--- src/rtl/lieat_exu_com_trap.sv ---
// Commit-stage trap sequencer. On a committing ECALL/EBREAK it writes mepc and
// mcause, reads mtvec, and redirects fetch there. On a committing MRET it reads
// mepc and redirects fetch there. While a sequence runs it holds a pipeline
// flush and blocks new commits.
module lieat_exu_com_trap #(
    parameter int unsigned XLEN          = 32,
    parameter int unsigned CSR_IDX       = 12,
    parameter int unsigned MCAUSE_ECALL  = 11,
    parameter int unsigned MCAUSE_EBREAK = 3
) (
    input  logic               clock,
    input  logic               reset,
    input  logic               com_valid,
    output logic               com_ready,
    input  logic               com_ecall,
    input  logic               com_ebreak,
    input  logic               com_mret,
    input  logic [XLEN-1:0]    com_pc,
    output logic               trap_csr_ena,
    output logic               trap_csr_write,
    output logic [CSR_IDX-1:0] trap_csr_idx,
    output logic [XLEN-1:0]    trap_csr_wdata,
    output logic [CSR_IDX-1:0] trap_csr_idx2,
    output logic [XLEN-1:0]    trap_csr_wdata2,
    output logic               ifu_csr_ren,
    output logic [CSR_IDX-1:0] ifu_csr_idx,
    input  logic [XLEN-1:0]    ifu_csr_rdata,
    output logic               flush,
    output logic               redirect_valid,
    output logic [XLEN-1:0]    redirect_pc,
    input  logic               redirect_ready
);

    localparam logic [CSR_IDX-1:0] IdxMtvec   = CSR_IDX'(12'h305);
    localparam logic [CSR_IDX-1:0] IdxMepc    = CSR_IDX'(12'h341);
    localparam logic [CSR_IDX-1:0] IdxMcause  = CSR_IDX'(12'h342);
    localparam logic [XLEN-1:0]    CauseEcall  = XLEN'(MCAUSE_ECALL);
    localparam logic [XLEN-1:0]    CauseEbreak = XLEN'(MCAUSE_EBREAK);
    localparam logic [XLEN-1:0]    AlignMask   = ~XLEN'(3);

    typedef enum logic [1:0] {StIdle, StTrapWr, StRdVec, StRedir} state_e;

    state_e            state_q;
    logic [XLEN-1:0]   pc_q;
    logic [XLEN-1:0]   cause_q;
    logic [XLEN-1:0]   target_q;
    logic              mret_q;
    logic              flush_q;

    logic              is_trap;
    logic              accept;
    logic              handshake;
    logic [XLEN-1:0]   rdata_aligned;

    assign is_trap       = com_ecall | com_ebreak;
    assign accept        = com_valid & com_ready & (is_trap | com_mret);
    assign handshake     = redirect_valid & redirect_ready;
    // Vector targets are word aligned; low mode bits of mtvec are dropped.
    assign rdata_aligned = ifu_csr_rdata & AlignMask;

    // Sequencer state, latched commit info and the registered flush.
    always_ff @(posedge clock) begin
        if (!reset) begin
            state_q  <= StIdle;
            pc_q     <= '0;
            cause_q  <= '0;
            target_q <= '0;
            mret_q   <= 1'b0;
            flush_q  <= 1'b0;
        end else begin
            unique case (state_q)
                StIdle: begin
                    if (accept) begin
                        pc_q    <= com_pc;
                        // ECALL wins over EBREAK, and either trap wins over MRET.
                        mret_q  <= ~is_trap;
                        cause_q <= com_ecall  ? CauseEcall  :
                                   com_ebreak ? CauseEbreak : '0;
                        flush_q <= 1'b1;
                        state_q <= is_trap ? StTrapWr : StRdVec;
                    end
                end
                StTrapWr: begin
                    state_q <= StRdVec;
                end
                StRdVec: begin
                    target_q <= rdata_aligned;
                    state_q  <= StRedir;
                end
                StRedir: begin
                    if (handshake) begin
                        flush_q <= 1'b0;
                        state_q <= StIdle;
                    end
                end
                default: state_q <= StIdle;
            endcase
        end
    end

    // Output decode from the current state; everything idles at zero.
    always_comb begin
        com_ready       = 1'b0;
        trap_csr_ena    = 1'b0;
        trap_csr_write  = 1'b0;
        trap_csr_idx    = '0;
        trap_csr_wdata  = '0;
        trap_csr_idx2   = '0;
        trap_csr_wdata2 = '0;
        ifu_csr_ren     = 1'b0;
        ifu_csr_idx     = '0;
        redirect_valid  = 1'b0;
        redirect_pc     = '0;
        flush           = flush_q;
        unique case (state_q)
            StIdle: begin
                com_ready = 1'b1;
            end
            StTrapWr: begin
                trap_csr_ena    = 1'b1;
                trap_csr_write  = 1'b1;
                trap_csr_idx    = IdxMepc;
                trap_csr_wdata  = pc_q;
                trap_csr_idx2   = IdxMcause;
                trap_csr_wdata2 = cause_q;
            end
            StRdVec: begin
                ifu_csr_ren = 1'b1;
                ifu_csr_idx = mret_q ? IdxMepc : IdxMtvec;
            end
            StRedir: begin
                redirect_valid = 1'b1;
                redirect_pc    = target_q;
            end
            default: ;
        endcase
    end

endmodule

--- config.mk ---
export PLATFORM = sky130hd
export DESIGN_NAME = lieat_exu_com_trap
export DESIGN_NICKNAME = d
export VERILOG_FILES = /design/src/rtl/lieat_exu_com_trap.sv
export SDC_FILE = /design/constraint.sdc
export NUM_CORES = 1
export LEC_CHECK = 0
export CORE_MARGIN = 5
export CORE_UTILIZATION = 38
export CTS_CLUSTER_SIZE = 30
export DETAILED_ROUTE_END_ITERATION = 6
export PLACE_DENSITY = 0.86
export SLEW_MARGIN = 20
export SYNTH_ARGS = -nofsm -noshare
export SYNTH_HDL_FRONTEND = slang
export SYNTH_SLANG_ARGS = --single-unit
--- constraint.sdc ---
create_clock -name clock -period 1.9 [get_ports clock]
set_input_delay 0.285 -clock clock [delete_from_list [all_inputs] [get_ports clock]]
set_output_delay 0.285 -clock clock [all_outputs]
set_load 0.005 [all_outputs]
==> reports/results.ini <==
[outcome]
status = finished clean

[timing]
final_number_of_setup_violating_endpoints = 0
grt_setup_unrepaired = false
final.setup.tns_ns = 0
maxClockFrequency_ghz = 0.5466
report.final.slew_viol_count = 0
report.final.hold_viol_count = 0
final.period_utilization_pct = 96.30
hold_ws_ns = 0.3880
timing.clock.skew_ns = 0.009513
finalCriticalPeriod_ns = 1.830

[layout]
num_antenna_cells = 0
post_layout_nonfiller_instances = 695
drive_gt1_share_pct = 15.02
fillerInstances = 836
finish.net_count = 637
flow.area_growth_from_synthesis_pct = 46.35

[detailed_routing]
drt_antenna_net_count = 0
num_vias = 3014
drt_pass1_iterations = 4
route.final.wire_length_um = 9635
drtIter0Drc = 55
drc = 0
wl_per_cell_um = 13.86
vias_per_cell = 4.337

[global_routing]
global_route_wire_length_before_repair_um = 14390
global_route.usage.total_pct = 16.02
antenna_violations_before_repair = 0
overflow = 0
grt_start_max_net_pins = 47
first_global_vias = 2910

[pwr]
power.density_nw_per_um2 = 1097
leakage_power_of_the_design_nw = 2.373
peakVddDrop_uv = 682.1
finalPower_mw = 5.775

[place]
routabilityCongestion = 0.7255
dp.cells = 667
detailed_place_hpwl_um = 6851
numPortBuffers = 152

[floorplan]
dieArea_um2 = 11510
pin_count = 209
die_height_um = 107.3
initial_utilization_pct = 38.92
fp.dieW_um = 107.3
coreArea_um2 = 9240
core.rowCount = 35

[synthesis]
post_synth.cell_area_avg_um2 = 8.686
ys_ff_latch = 68
synth-edff-count = 0
yosysUniqueCellTypes = 25
cells_taking_the_most_area_after_synthesis = sky130_fd_sc_hd__dfxtp_1, sky130_fd_sc_hd__buf_4, sky130_fd_sc_hd__and2_1
yosysTopAreaCellShare_pct = 37.86
synthTopCellsByCount = sky130_fd_sc_hd__buf_4, sky130_fd_sc_hd__nand2_1, sky130_fd_sc_hd__dfxtp_1
syn_area_um2 = 3596
synth_seq_area_share_pct = 37.86
synth-warning-count = 0
synth_async_sr_flop_share_pct = 0
yosysMostFrequentCell = sky130_fd_sc_hd__buf_4
synth_cells = 414
synthFlopType = sky130_fd_sc_hd__dfxtp_1
netlist.top_cell.by_area = sky130_fd_sc_hd__dfxtp_1

[clock_network]
insertion_delay_ns = 0.34
cts_buffer_depth = 2
numCtsBuffers = 9
cts.clk_slew.worst_paths_ns = 0.07
cts_sinks = 68
holdBufCountCts = 0
tritoncts = done
cts_max_level = 3
clock_tree.root_cell = sky130_fd_sc_hd__clkbuf_8

[critical_path]
rrSetupSlack_ns = 0.15
timing.critical_path.fanout_max = 12
critPathKind = reg2out
worst_setup_path_start_kind = flop
arrival_ns = 1.54
endpoint_kind = output pin
cp_data_required_time_ns = 1.62

[min_path]
worst_hold_path_type = in2reg

[run]
maxCapViolations = 0

-- layout by cell type, fill, tap and decap left out, types with 3 or more instances in the layout --
cell | netlist | final
sky130_fd_sc_hd__buf_4 | 71 | 8
sky130_fd_sc_hd__and2_1 | 65 | 65
sky130_fd_sc_hd__clkbuf_2 | 0 | 15
sky130_fd_sc_hd__mux2i_1 | 32 | 32
sky130_fd_sc_hd__clkdlybuf4s50_1 | 0 | 68
sky130_fd_sc_hd__dfxtp_1 | 68 | 66
sky130_fd_sc_hd__clkbuf_8 | 0 | 10
sky130_fd_sc_hd__buf_12 | 0 | 7
sky130_fd_sc_hd__clkinv_2 | 0 | 3
sky130_fd_sc_hd__dlygate4sd2_1 | 0 | 32
sky130_fd_sc_hd__a21boi_0 | 31 | 31
sky130_fd_sc_hd__conb_1 | 1 | 54
sky130_fd_sc_hd__buf_2 | 6 | 21
sky130_fd_sc_hd__clkdlybuf4s15_1 | 0 | 16
sky130_fd_sc_hd__nand2_1 | 69 | 69
sky130_fd_sc_hd__nor2b_1 | 33 | 33
sky130_fd_sc_hd__ha_4 | 0 | 3
sky130_fd_sc_hd__buf_6 | 0 | 3
-- logic make-up after synthesis --
kind of cell | count (synthesis) | synth area share, %
simple gates | 174 | 25.51
compound gates | 40 | 8.455
flops | 68 | 37.86
fa+ha+maj | 5 | 1.740
buf+inv | 94 | 17.43
other cells | 1 | 0.1043
mux | 32 | 8.908
-- sequential cells by signal (all words and copies together), names as in the netlist --
register / flops
cause_q: 2
target_q: 30
pc_q: 32
mret_q: 1
state_q: 2
flush: 1
-- timing repair --
item,in CTS,in global routing
pin swaps,2,1
cloned,4,0
setup buffers,7,1
resized for setup,185,22
setup endpoints to repair,83,31
endpoints found under the hold margin,0,0
-- where the power goes --
group	switching (mW)	internal, mW	total, mW
sequential	0.158	1.74	1.89
clock	0.547	0.769	1.32
combinational	1.15	1.41	2.56
-- worst max-delay path: stages, from the launching register on --
cell and delay [ns]:
sky130_fd_sc_hd__dfxtp_4 0.37, sky130_fd_sc_hd__ha_4 0.17, sky130_fd_sc_hd__bufbuf_16 0.27, sky130_fd_sc_hd__and2_1 0.14, sky130_fd_sc_hd__dlygate4sd2_1 0.26
-- per-stage QoR --
stage               utilization (%)  cell area (um^2)  worst slack [ns]
global placement              54.22              5010            0.1431
detailed placement            54.22              5010           0.08821
floorplan                         -              3795            0.2829
finish                        56.95              5263           0.07036
global route                  56.95              5263           0.01032
CTS                           57.66              5328          -0.04987
-- metal layers --
layer | global-route usage [%] | wire (um) | vias to the layer above
li1 | - | - | 1479
met1 | 16.68 | 3546 | 1398
met2 | 29.27 | 5038 | 116
met3 | 4.859 | 762 | 21
met4 | 7.397 | 288 | 0
met5 | 0 | 0 | -
-- area by class of cell --
| class | instances | area (um^2) | area share (%) |
|---|---|---|---|
| Tap cell | 129 | 161.4 | 3.067 |
| Multi-Input combinational cell | 305 | 1847 | 35.09 |
| Clock inverter | 5 | 75.07 | 1.427 |
| Sequential cell | 68 | 1369 | 26.01 |
| Inverter | 3 | 13.76 | 0.2615 |
| Clock buffer | 11 | 141.4 | 2.687 |
| Timing Repair Buffer | 174 | 1655 | 31.46 |
-- path summary, 6_finish.rpt --
kind	cells after the start	end	startpoint
hold / removal	2	pc_q[7]$_SDFFE_PN0P_	reset
setup / recovery	4	redirect_pc[10]	state_q[1]$_SDFFE_PN0P_
setup reg to reg	8	cause_q[3]$_SDFFE_PN0P_	state_q[0]$_SDFFE_PN0P_
hold reg to reg	2	pc_q[13]$_SDFFE_PN0P_	pc_q[13]$_SDFFE_PN0P_
(Power assumes the default switching activity.)
